### src/rtl/vga_timing_recovery.sv
// vga_timing_recovery: recovers raster geometry from a sync/blank pixel stream,
// emits visible-pixel coordinates and locks once the frame measurement repeats.
module vga_timing_recovery #(
    parameter int CNT_W       = 11,
    parameter int LOCK_FRAMES = 2
) (
    input  logic             clk_i,
    input  logic             rst_ni,
    input  logic             valid_i,
    input  logic             hsync_n_i,
    input  logic             vsync_n_i,
    input  logic             blank_n_i,
    output logic             pixel_valid_o,
    output logic [CNT_W-1:0] x_o,
    output logic [CNT_W-1:0] y_o,
    output logic [CNT_W-1:0] h_total_o,
    output logic [CNT_W-1:0] h_active_o,
    output logic [CNT_W-1:0] v_total_o,
    output logic [CNT_W-1:0] v_active_o,
    output logic             locked_o,
    output logic             frame_start_o
);

    localparam logic [CNT_W-1:0] CMAX   = '1;
    localparam logic [CNT_W-1:0] ONE    = CNT_W'(1);
    localparam logic [3:0]       LOCK_M1 = 4'(LOCK_FRAMES - 1);

    typedef enum logic [1:0] {SEARCH, MEASURE, LOCKED} state_e;

    function automatic logic [CNT_W-1:0] sat_inc(input logic [CNT_W-1:0] v);
        return (v == CMAX) ? v : v + ONE;
    endfunction

    // previous accepted sample (edge detection) and per-line event bookkeeping
    logic             hs_q, vs_q, bl_q;
    logic             hs_seen_q, bl_seen_q;
    logic [CNT_W-1:0] pix_cnt_q, hact_cnt_q;
    logic             vis_q, full_q;
    // per-frame accumulation
    logic [CNT_W-1:0] line_cnt_q, vact_q, ht_q, ha_q;
    logic             have_ht_q, have_ha_q, err_q;
    // pixel coordinate counters and FSM
    logic [CNT_W-1:0] xcnt_q, ycnt_q;
    logic [3:0]       match_q;
    state_e           state_q;

    logic             ev_hs, ev_bl, ls, fs, close, match, pix_sat, line_sat;
    logic [CNT_W-1:0] line_len, ht_d, ha_d, vt_d, va_d, xs, ys;
    logic             err_d;
    logic [3:0]       match_inc;

    // line/frame event decode and the frame tuple as it stands after this sample
    always_comb begin
        ev_hs     = hs_q & ~hsync_n_i;
        ev_bl     = ~bl_q & blank_n_i;
        // a line starts on the first of {hsync fall, blank rise}; the other kind
        // in the same line is swallowed, the same kind again opens a new line
        ls        = valid_i & ((ev_hs & (hs_seen_q | ~bl_seen_q)) |
                               (ev_bl & (bl_seen_q | ~hs_seen_q)));
        fs        = valid_i & vs_q & ~vsync_n_i;
        close     = ls & full_q;
        line_len  = (pix_cnt_q == CMAX) ? CMAX : pix_cnt_q + ONE;
        ht_d      = ht_q;
        ha_d      = ha_q;
        err_d     = err_q;
        if (close) begin
            if (!have_ht_q)               ht_d  = line_len;
            else if (line_len != ht_q)    err_d = 1'b1;
            if (vis_q) begin
                if (!have_ha_q)           ha_d  = hact_cnt_q;
                else if (hact_cnt_q != ha_q) err_d = 1'b1;
            end
        end
        vt_d      = ls ? sat_inc(line_cnt_q) : line_cnt_q;
        va_d      = (ls & vis_q) ? sat_inc(vact_q) : vact_q;
        match     = (ht_d == h_total_o) && (ha_d == h_active_o) &&
                    (vt_d == v_total_o) && (va_d == v_active_o) && !err_d;
        match_inc = match_q + 4'd1;
        pix_sat   = valid_i & ~ls & (pix_cnt_q == CMAX - ONE);
        line_sat  = ls & ~fs & (line_cnt_q == CMAX - ONE);
        xs        = fs ? '0 : xcnt_q;
        ys        = fs ? '0 : ycnt_q;
    end

    // all state advances only on accepted samples; strobes drop otherwise
    always_ff @(posedge clk_i) begin
        if (!rst_ni) begin
            hs_q <= 1'b1; vs_q <= 1'b1; bl_q <= 1'b0;
            hs_seen_q <= 1'b0; bl_seen_q <= 1'b0;
            pix_cnt_q <= '0; hact_cnt_q <= '0; vis_q <= 1'b0; full_q <= 1'b0;
            line_cnt_q <= '0; vact_q <= '0; ht_q <= '0; ha_q <= '0;
            have_ht_q <= 1'b0; have_ha_q <= 1'b0; err_q <= 1'b0;
            xcnt_q <= '0; ycnt_q <= '0; match_q <= '0; state_q <= SEARCH;
            pixel_valid_o <= 1'b0; frame_start_o <= 1'b0; locked_o <= 1'b0;
            x_o <= '0; y_o <= '0;
            h_total_o <= '0; h_active_o <= '0; v_total_o <= '0; v_active_o <= '0;
        end else begin
            pixel_valid_o <= 1'b0;
            frame_start_o <= 1'b0;
            if (valid_i) begin
                hs_q <= hsync_n_i;
                vs_q <= vsync_n_i;
                bl_q <= blank_n_i;
                frame_start_o <= fs;

                // line-level counters restart at every line start
                if (ls) begin
                    hs_seen_q  <= ev_hs;
                    bl_seen_q  <= ev_bl;
                    pix_cnt_q  <= '0;
                    hact_cnt_q <= blank_n_i ? ONE : '0;
                    vis_q      <= blank_n_i;
                    full_q     <= 1'b1;
                end else begin
                    hs_seen_q  <= hs_seen_q | ev_hs;
                    bl_seen_q  <= bl_seen_q | ev_bl;
                    pix_cnt_q  <= sat_inc(pix_cnt_q);
                    hact_cnt_q <= blank_n_i ? sat_inc(hact_cnt_q) : hact_cnt_q;
                    vis_q      <= vis_q | blank_n_i;
                end

                // frame accumulators: the closing line is already folded into *_d
                if (fs) begin
                    line_cnt_q <= '0; vact_q <= '0; ht_q <= '0; ha_q <= '0;
                    have_ht_q <= 1'b0; have_ha_q <= 1'b0; err_q <= 1'b0;
                    // a line already running at frame start is not a complete line
                    if (!ls) full_q <= 1'b0;
                end else begin
                    line_cnt_q <= vt_d; vact_q <= va_d;
                    ht_q <= ht_d; ha_q <= ha_d; err_q <= err_d;
                    if (close) begin
                        have_ht_q <= 1'b1;
                        if (vis_q) have_ha_q <= 1'b1;
                    end
                end

                // visible pixel coordinates, restarted at frame start
                if (blank_n_i) begin
                    pixel_valid_o <= 1'b1;
                    x_o    <= xs;
                    y_o    <= ys;
                    xcnt_q <= sat_inc(xs);
                    ycnt_q <= ys;
                end else begin
                    xcnt_q <= '0;
                    ycnt_q <= fs ? '0 : (bl_q ? sat_inc(ycnt_q) : ycnt_q);
                end

                // lock FSM; a runaway counter means the input lost its timing
                if (pix_sat || line_sat) begin
                    state_q  <= SEARCH;
                    locked_o <= 1'b0;
                    match_q  <= '0;
                end else if (fs) begin
                    case (state_q)
                        SEARCH: begin
                            state_q <= MEASURE;
                            match_q <= '0;
                        end
                        MEASURE: begin
                            if (match) begin
                                match_q <= match_inc;
                                if (match_inc >= LOCK_M1) begin
                                    state_q  <= LOCKED;
                                    locked_o <= 1'b1;
                                end
                            end else begin
                                match_q <= '0;
                            end
                        end
                        LOCKED: begin
                            if (!match) begin
                                state_q  <= MEASURE;
                                locked_o <= 1'b0;
                                match_q  <= '0;
                            end
                        end
                        default: begin
                            state_q  <= SEARCH;
                            locked_o <= 1'b0;
                        end
                    endcase
                    if (state_q != SEARCH) begin
                        h_total_o  <= ht_d;
                        h_active_o <= ha_d;
                        v_total_o  <= vt_d;
                        v_active_o <= va_d;
                    end
                end
            end
        end
    end

endmodule
### config.mk
export PLATFORM = sky130hd
export DESIGN_NAME = vga_timing_recovery
export DESIGN_NICKNAME = d
export VERILOG_FILES = /design/src/rtl/vga_timing_recovery.sv
export SDC_FILE = /design/constraint.sdc
export NUM_CORES = 1
export LEC_CHECK = 0
export BUFFER_PORTS_ARGS = -buffer_cell sky130_fd_sc_hd__buf_2
export CORE_MARGIN = 1
export CORE_UTILIZATION = 35
export CTS_BUF_LIST = sky130_fd_sc_hd__clkbuf_8
export DETAILED_ROUTE_END_ITERATION = 8
export GPL_ROUTABILITY_DRIVEN = 0
export SYNTH_ARGS = -nofsm -noshare
export SYNTH_HDL_FRONTEND = slang
export SYNTH_SLANG_ARGS = --single-unit
export TNS_END_PERCENT = 1
### constraint.sdc
create_clock -name clk_i -period 4.3 [get_ports clk_i]
set_input_delay 0 -clock clk_i [delete_from_list [all_inputs] [get_ports clk_i]]
set_output_delay 0 -clock clk_i [all_outputs]
set_load 0.005 [all_outputs]
==> impl_metrics.toml, run 1 <==
[status]
status = "completed"

[place]
dpl.hpwl_mm = 20.8
post-place-ws_ps = 313
post_dp_cell_area_sq_um = 10200
portBuffers = 74

[clock_network]
h-tree-depth = 4
clkSlewWorstSetupHoldPaths_ps = 100
clock_latency_ps = 480
cts.sinks = 173
cts_made_buffers = 17
clk_path_buf_depth = 2
root_buffer = "clkbuf_8"
cts_tree = "done"

[die]
io_pins = 75
die_w_um = 167
num_rows = 60
start_util_pct = 35.7
dieHeight_um = 167
coreArea_sq_um = 26900
die_area_sq_um = 28000

[sta]
max_freq_mhz = 251
finClkSkew_ps = 16.5
hold_viol_final = 0
setup_viol_count_final = 0
setup_tns_ps = 0
layout_setup_ws_ps = 314
slew_violations = 0
period_share_pct = 92.7
min_period_ps = 3990
grt_setup_unrepaired = "no"
hold_slack_ps = 89.4
slew_headroom_pct = 21.4
tightest_slew_ps = 1170

[yosys]
synth_ff_type = "dfxtp_1"
post-synth-top-area-fraction_pct = 36.1
synth.largest_area_cell = "dfxtp_1"
yosysMostFrequentCell = "dfxtp_1"
synth.distinct_cells = 81
postSynthNetCount = 1242
synth_warnings = 0
synthArstFlopShare_pct = 0
netlist_area_sq_um = 9580
syn_avg_cell_area_sq_um = 7.82
synth_cells = 1226
ys_seq_elements = 173
seq_area_frac_synth_pct = 36.1
synth.area.top_cells = "dfxtp_1 36%, nand2_1 6.4%, nor2_1 4.3%"
synth_edf_count = 0
synth_common_cells = "173 x dfxtp_1, 164 x nand2_1, 111 x nor2_1"

[critical_path]
r2r_end = "locked_o"
required_ps = 4690
worst_setup_path_end_kind = "register"
cp.arrival_ps = 4380
critical_path_class = "register to register"
rr_worst_depth = 14
rrSetupSlack_ps = 310
critPathMaxFanout = 12
r2r-start = "line_cnt_q[0]"
startpoint_type = "register"

[cells_and_area]
layout-drive-gt1-share_pct = 11.5
syn2layout_area_growth_pct = 11.4
fillerInstances = 2794
n_antenna_cell = 0
nets = 1281
final_design_area_no_fill_sq_um = 10700

[flow_run]
drv_cap = 0

[global_route]
grt_pass1_wl_mm = 46.1
globalRouteOverflowTotal = 0
grt_max_degree = 56
grt_usage_pct = 20.7
grt_pass1_vias = 8439
antenna_found_initial = 1

[detailed_routing]
vias_per_cell = 5.76
wl_per_cell_um = 18.0
drcViolationCount = 0
final_antenna_net_count = 0
drt_wl_total_mm = 29.1
num_vias = 9331
drt_iter0_drc = 768
dr.pass1.iters = 5

[hold_path]
worstHoldPathCells = 2
hp-class = "input port to register"
min-delay-start = "rst_ni"
hold_end = "pix_cnt_q[7]"

[pwr]
irDropWorstVdd_v = 0.000141
p_per_area_nw_per_um2 = 296
leakagePower_nw = 4.10
## power by group
part           total [W]  internal (W)  switching, W
combinational   0.000325      0.000110      0.000215
clock            0.00118      0.000520      0.000661
sequential       0.00165       0.00162     0.0000308
## placed cells by master, fill, tap and decap left out, types with 6 or more instances in the layout
cell / n
a211oi_1: 9
a21boi_0: 14
a21oi_1: 73
a221oi_1: 8
a22o_1: 16
a22oi_1: 6
a31oi_1: 19
a32o_1: 6
and2_1: 20
and3_1: 15
and4_1: 12
buf_2: 74
buf_4: 24
clkbuf_8: 20
dfxtp_1: 173
ha_1: 10
inv_1: 29
mux2i_1: 19
nand2_1: 164
nand2b_1: 15
nand3_1: 58
nand4_1: 23
nor2_1: 111
nor2b_1: 12
nor3_1: 31
nor4_1: 14
o211a_1: 16
o211ai_1: 13
o21ai_0: 80
o31ai_1: 7
or3_1: 10
xnor2_1: 33
xor2_1: 38
## stage by stage
step,util [%],std cells,power [W]
2_1_floorplan,-,1226,0.00190
3_3_place_gp,38.1,1582,0.00200
3_5_place_dp,38.1,1582,0.00200
4_1_cts,39.7,1617,0.00318
5_1_grt,39.7,1619,0.00328
6_report,39.7,1619,0.00316
## how the worst max path moves through the flow
stage                              from         end  slack [ps]  cells past startpoint
after CTS                 line_cnt_q[0]    locked_o         260                     13
final                     line_cnt_q[0]    locked_o         310                     14
after global routing      line_cnt_q[0]  match_q[0]         100                     14
after global placement             hs_q    locked_o         330                     11
after floorplan               hs_seen_q  state_q[0]        1090                     11
after detailed placement           hs_q    locked_o         310                     11
## layer usage
metal / share of wire (%) / GRT usage (%) / vias up
li1: - / - / 4509
met1: 46 / 28.2 / 4407
met2: 45 / 32.4 / 354
met3: 6.3 / 3.21 / 59
met4: 3.0 / 8.34 / 2
met5: 0.034 / 0 / -
## flip-flops by register name (all words and copies together), names as in the netlist, 2 cells and up
register	count
h_active_o	11
hact_cnt_q	11
ht_q	11
v_active_o	11
v_total_o	11
state_q	2
match_q	4
ycnt_q	11
ha_q	11
vact_q	11
pix_cnt_q	11
xcnt_q	11
line_cnt_q	11
y_o	11
h_total_o	11
x_o	11
## kinds of logic after synthesis
logic type,share of synthesized area [%]
multiplexers,2.45
flip-flops,36.1
AND/OR/NAND/NOR,26.1
adder cells (fa/ha/maj),1.31
buffers and inverters,4.62
AO/OA/AOI/OAI,22.9
XOR/XNOR,6.49
## critical path: stages (launching register included)
cell and delay, ps:
dfxtp_1 510, ha_1 290, nand3_1 190, nor3_1 430, nor3_1 90, buf_4 200
nand4_1 200, o211ai_1 180, a2111oi_1 570, buf_4 210, nand4_1 160, nor4_4 330
buf_4 170, a41oi_1 130, a211oi_2 230
## repair_timing
item                                    4_1_cts  5_1_grt
endpoints found under the hold margin         3        0
setup buffers                                 0        2
resized for setup                             0        2
endpoints found under the setup margin        0        6
hold buffers                                  3        0
## area by class of cell
cell class | instances | area (sq um) | area share [%]
Clock buffer | 20 | 275 | 2.58
Multi-Input combinational cell | 942 | 5700 | 53.3
Tap cell | 341 | 427 | 4.00
Clock inverter | 12 | 124 | 1.16
Inverter | 30 | 113 | 1.05
Sequential cell | 173 | 3460 | 32.4
Timing Repair Buffer | 101 | 581 | 5.44
No activity file was read; power rests on OpenSTA's default activity.
==> run 2: changes to the inputs <==
Settings changed: CELL_PAD_IN_SITES_DETAIL_PLACEMENT set to 1, CELL_PAD_IN_SITES_GLOBAL_PLACEMENT set to 1, PLACE_DENSITY_LB_ADDON set to 0.1.
==> impl_metrics.toml, run 2 (same netlist as run 1, synthesis figures left out) <==
[critical_path]
r2r_end = "locked_o"
crit_top_cell = "nor3_1"
crit_path_max_incr_delay_ps = 560
worst_path_max_delay_cell = "nor4_4"
r2r-start = "line_cnt_q[0]"
critPathMaxFanout = 12
critical_path_class = "register to register"
startpoint_type = "register"
rr_worst_depth = 12
path_cells = "ha_1 > nand3_1 > nor3_1 > nor3_1 > buf_4 > a41o_1 > a211o_1 > nor4b_1 > nand4_1 > nor4_4 > a41oi_1 > a211oi_2"
cp.arrival_ps = 4410
required_ps = 4700
rrSetupSlack_ps = 280
worst_setup_path_end_kind = "register"

[global_route]
grt_usage_pct = 24.3
grt_pass1_wl_mm = 53.4
globalRouteOverflowTotal = 0
grt_max_degree = 44
grt_pass1_vias = 9274
antenna_found_initial = 0

[place]
post-place-ws_ps = 248
portBuffers = 74
dpl.hpwl_mm = 24.5

[sta]
setup_tns_ps = 0
min_period_ps = 4020
slew_headroom_pct = 31.0
tightest_slew_ps = 1030
finClkSkew_ps = 18.3
layout_setup_ws_ps = 283
setup_viol_count_final = 0
hold_viol_final = 0
period_share_pct = 93.4
slew_violations = 0
grt_setup_unrepaired = "no"
max_freq_mhz = 249

[clock_network]
cts_tree = "done"
cts_made_buffers = 17
clock_latency_ps = 480
clkSlewWorstSetupHoldPaths_ps = 100
root_buffer = "clkbuf_8"
cts.sinks = 173
clk_path_buf_depth = 2
h-tree-depth = 4

[die]
start_util_pct = 35.7
coreArea_sq_um = 26900
die_w_um = 167
io_pins = 75
dieHeight_um = 167
die_area_sq_um = 28000
num_rows = 60

[pwr]
seq_power_share_pct = 52.2
p_sw_w = 0.000961
power.share.switching_pct = 30.3
leakagePower_nw = 4.11
p_int_w = 0.00221
irDropWorstVdd_v = 0.000204
design_power_total_w = 0.00317
p_per_area_nw_per_um2 = 295
p_comb_share_pct = 10.6
pwr-share-clk_pct = 37.2

[cells_and_area]
n_antenna_cell = 0
final_cell_mix = "173 x dfxtp_1, 164 x nand2_1, 111 x nor2_1"
final_core_util_pct = 39.9
final_common_cell = "dfxtp_1"
layout-drive-gt1-share_pct = 11.8
syn2layout_area_growth_pct = 12.0
nets = 1288

[detailed_routing]
drt_wl_total_mm = 33.5
vias_per_cell = 5.72
num_vias = 9308
dr.pass1.iters = 6
drt_iter0_drc = 634
final_antenna_net_count = 0
drcViolationCount = 0
wl_per_cell_um = 20.6

[hold_path]
worstHoldPathCells = 3
min-delay-start = "valid_i"
hp-class = "input port to register"
hold_end = "hs_seen_q"

[flow_run]
drv_cap = 0

[status]
status = "completed"
## run 2: cell types whose count changed in the layout (fill, tap and decap cells not counted)
cell	previous run	this run
a2111oi_1	1	0
dlygate4sd3_1	3	6
inv_6	3	5
clkinv_8	0	1
inv_1	29	30
clkbuf_8	20	17
buf_4	24	28
clkinv_2	2	0
clkinvlp_4	0	4
clkinv_4	4	1
a2111oi_2	1	2
## run 2: cell type report
| cell class | instances | area [sq um] |
|---|---|---|
| fillers | 3305 | 16100 |
| multi-input cells | 942 | 5700 |
| flip-flops and latches | 173 | 3460 |
| repair buffers | 108 | 641 |
| well taps | 341 | 427 |
| clock buffers | 17 | 234 |
| clock inverters | 15 | 155 |
| inverters | 30 | 113 |
## run 2: timing repair
item                                    in CTS  in global routing
hold buffers                                 6                  0
buffers inserted                             0                  0
gates resized for setup                      0                  3
endpoints found under the setup margin       0                  7
endpoints found under the hold margin       14                  0
## run 2: layer usage
layer  up-vias  GRT usage, %  routed length (um)
li1       4526             -                   -
met1      4565          33.0               15900
met2       178          39.7               15500
met3        39          3.50                1390
met4         0          7.66                 688
met5         -             0                   0
## run 2: critical path, delay by kind of cell (launching register included)
family / cells / cell delay, ps
flops: 1 / 520
simple gates: 6 / 1880
buf+inv: 1 / 210
compound gates: 4 / 1020
fa+ha+maj: 1 / 310
## run 2: through the flow
step | cells | hold slack (ps) | cell area [sq um]
after global placement | 1588 | 246 | 10300
after floorplan | 1226 | 129 | 9580
after CTS | 1626 | 38.6 | 10700
final | 1626 | 51.3 | 10700
after detailed placement | 1588 | 258 | 10300
after global routing | 1626 | 80.7 | 10700
## run 2: power by group through the flow
stage          registers [W]  clock network, W  logic (W)
2_1_floorplan        0.00168                 0   0.000220
3_3_place_gp         0.00169                 0   0.000326
3_5_place_dp         0.00169                 0   0.000330
4_1_cts              0.00165           0.00123   0.000337
5_1_grt              0.00166           0.00128   0.000367
6_report             0.00165           0.00118   0.000335
## run 2: worst max path at each step
| stage | startpoint | end | slack [ps] |
|---|---|---|---|
| after global routing | line_cnt_q[0] | match_q[3] | 50 |
| after floorplan | hs_seen_q | state_q[0] | 1090 |
| after detailed placement | vact_q[0] | state_q[0] | 250 |
| after global placement | vact_q[0] | locked_o | 300 |
| after CTS | vact_q[0] | locked_o | 190 |
| final | line_cnt_q[0] | locked_o | 280 |
==> run 3: changes to the inputs <==
Clock period 4.3 ns to 4.2 ns, I/O delays scaled along.
==> impl_metrics.toml, run 3 (same netlist as run 1, synthesis figures left out) <==
[status]
status = "completed"

[sta]
max_freq_mhz = 253
setup_tns_ps = 0
slew_violations = 0
hold_slack_ps = 99.5
grt_setup_unrepaired = "no"
layout_setup_ws_ps = 240
finClkSkew_ps = 20.6
tightest_slew_ps = 954
hold_viol_final = 0
min_period_ps = 3960
slew_headroom_pct = 36.4
period_share_pct = 94.3
setup_viol_count_final = 0

[global_route]
antenna_found_initial = 0
globalRouteOverflowTotal = 0
grt_usage_pct = 24.2
grt_pass1_vias = 9364
grt_max_degree = 56
grt_pass1_wl_mm = 53.2

[clock_network]
cts_tree = "done"
cts.sinks = 173
root_buffer = "clkbuf_8"
h-tree-depth = 4
cts_made_buffers = 17
clock_latency_ps = 500
clk_path_buf_depth = 2
clkSlewWorstSetupHoldPaths_ps = 120
cts_setup_buffers = 0

[place]
post_dp_cell_area_sq_um = 10300
post-place-ws_ps = 112
portBuffers = 74
dp_cells = 1592
dpl.hpwl_mm = 24.1

[detailed_routing]
wl_per_cell_um = 20.5
vias_per_cell = 5.74
drcViolationCount = 0
dr.pass1.iters = 5
num_vias = 9346
drt_wl_total_mm = 33.4
final_antenna_net_count = 0
drt_iter0_drc = 588

[critical_path]
crit_path_max_incr_delay_ps = 700
path_cells = "ha_1 > nand3_1 > nor4_2 > nor4_1 > mux2_2 > a2111oi_2 > and4_1 > nand4_1 > nor4_4 > a41oi_1 > a211oi_2"
cp_top_family = "simple AND/OR/NAND/NOR gates"
cp.arrival_ps = 4370
required_ps = 4610
critical_path_buf_inv_count = 0
worst_setup_path_end_kind = "register"
worst_path_max_delay_cell = "nor4_1"
critical_path_class = "register to register"
startpoint_type = "register"
critPathMaxFanout = 10

[die]
io_pins = 75
die_w_um = 167
start_util_pct = 35.7
dieHeight_um = 167
num_rows = 60
die_area_sq_um = 28000
coreArea_sq_um = 26900

[hold_path]
hp-class = "input port to register"

[cells_and_area]
fillerInstances = 3321
syn2layout_area_growth_pct = 12.5
final_cell_count_no_fill = 1629
final_common_cell = "dfxtp_1"
final_design_area_no_fill_sq_um = 10800
layout-drive-gt1-share_pct = 12.1
regArea_sq_um = 3460
nets = 1290
multi_input_area_sq_um = 5700
final_cell_mix = "173 x dfxtp_1, 164 x nand2_1, 111 x nor2_1"

[pwr]
p_comb_share_pct = 10.4
p_sw_w = 0.00103
irDropWorstVdd_v = 0.000193
pwr-share-clk_pct = 38.4
p_int_w = 0.00227
leakagePower_nw = 4.13
p_per_area_nw_per_um2 = 307
seq_power_share_pct = 51.2
power.share.switching_pct = 31.2

[flow_run]
drv_cap = 0
[run 3: tightest hold or removal path, cell delays in order]
cell     delay [ps]
buf_2           110
buf_4           310
nand2_1         120
[run 3: path summary, 6_finish.rpt]
check | slack (ps) | cells after the start | from | end
max | 240 | 11 | vact_q[0] | locked_o
min | 100 | 3 | rst_ni | hs_q
max reg2reg | 240 | 11 | vact_q[0] | locked_o
min reg2reg | 460 | 2 | y_o[4] | y_o[4]
[run 3: power groups by stage]
stage	clock (W)	sequential [W]	combinational, W
global route	0.00136	0.00170	0.000376
detailed placement	0	0.00173	0.000341
global placement	0	0.00173	0.000338
finish	0.00127	0.00169	0.000345
CTS	0.00131	0.00169	0.000346
floorplan	0	0.00172	0.000225
[run 3: repair_timing]
item,in CTS,in global routing
setup endpoints to repair,0,7
gates resized for setup,0,2
hold buffers,4,0
hold endpoints to repair,8,0
[run 3: per-layer routing]
layer	GRT usage (%)	wire length (um)
met1	33.1	16300
met3	2.81	935
met2	39.9	15500
met4	7.46	597
met5	0	0
[run 3: stage by stage]
stage / utilization (%) / total power [W]
after global routing: 40.1 / 0.00343
after detailed placement: 38.4 / 0.00207
after floorplan: - / 0.00194
after CTS: 40.1 / 0.00335
after global placement: 38.4 / 0.00207
final: 40.1 / 0.00331
[run 3: cell type report]
cell class / count / share of cell area, %
Antenna cell: 1 / 0.0232
Timing Repair Buffer: 110 / 6.15
Tap cell: 341 / 3.96
Sequential cell: 173 / 32.1
Multi-Input combinational cell: 942 / 52.9
Clock buffer: 17 / 2.17
Clock inverter: 15 / 1.67
Inverter: 30 / 1.04
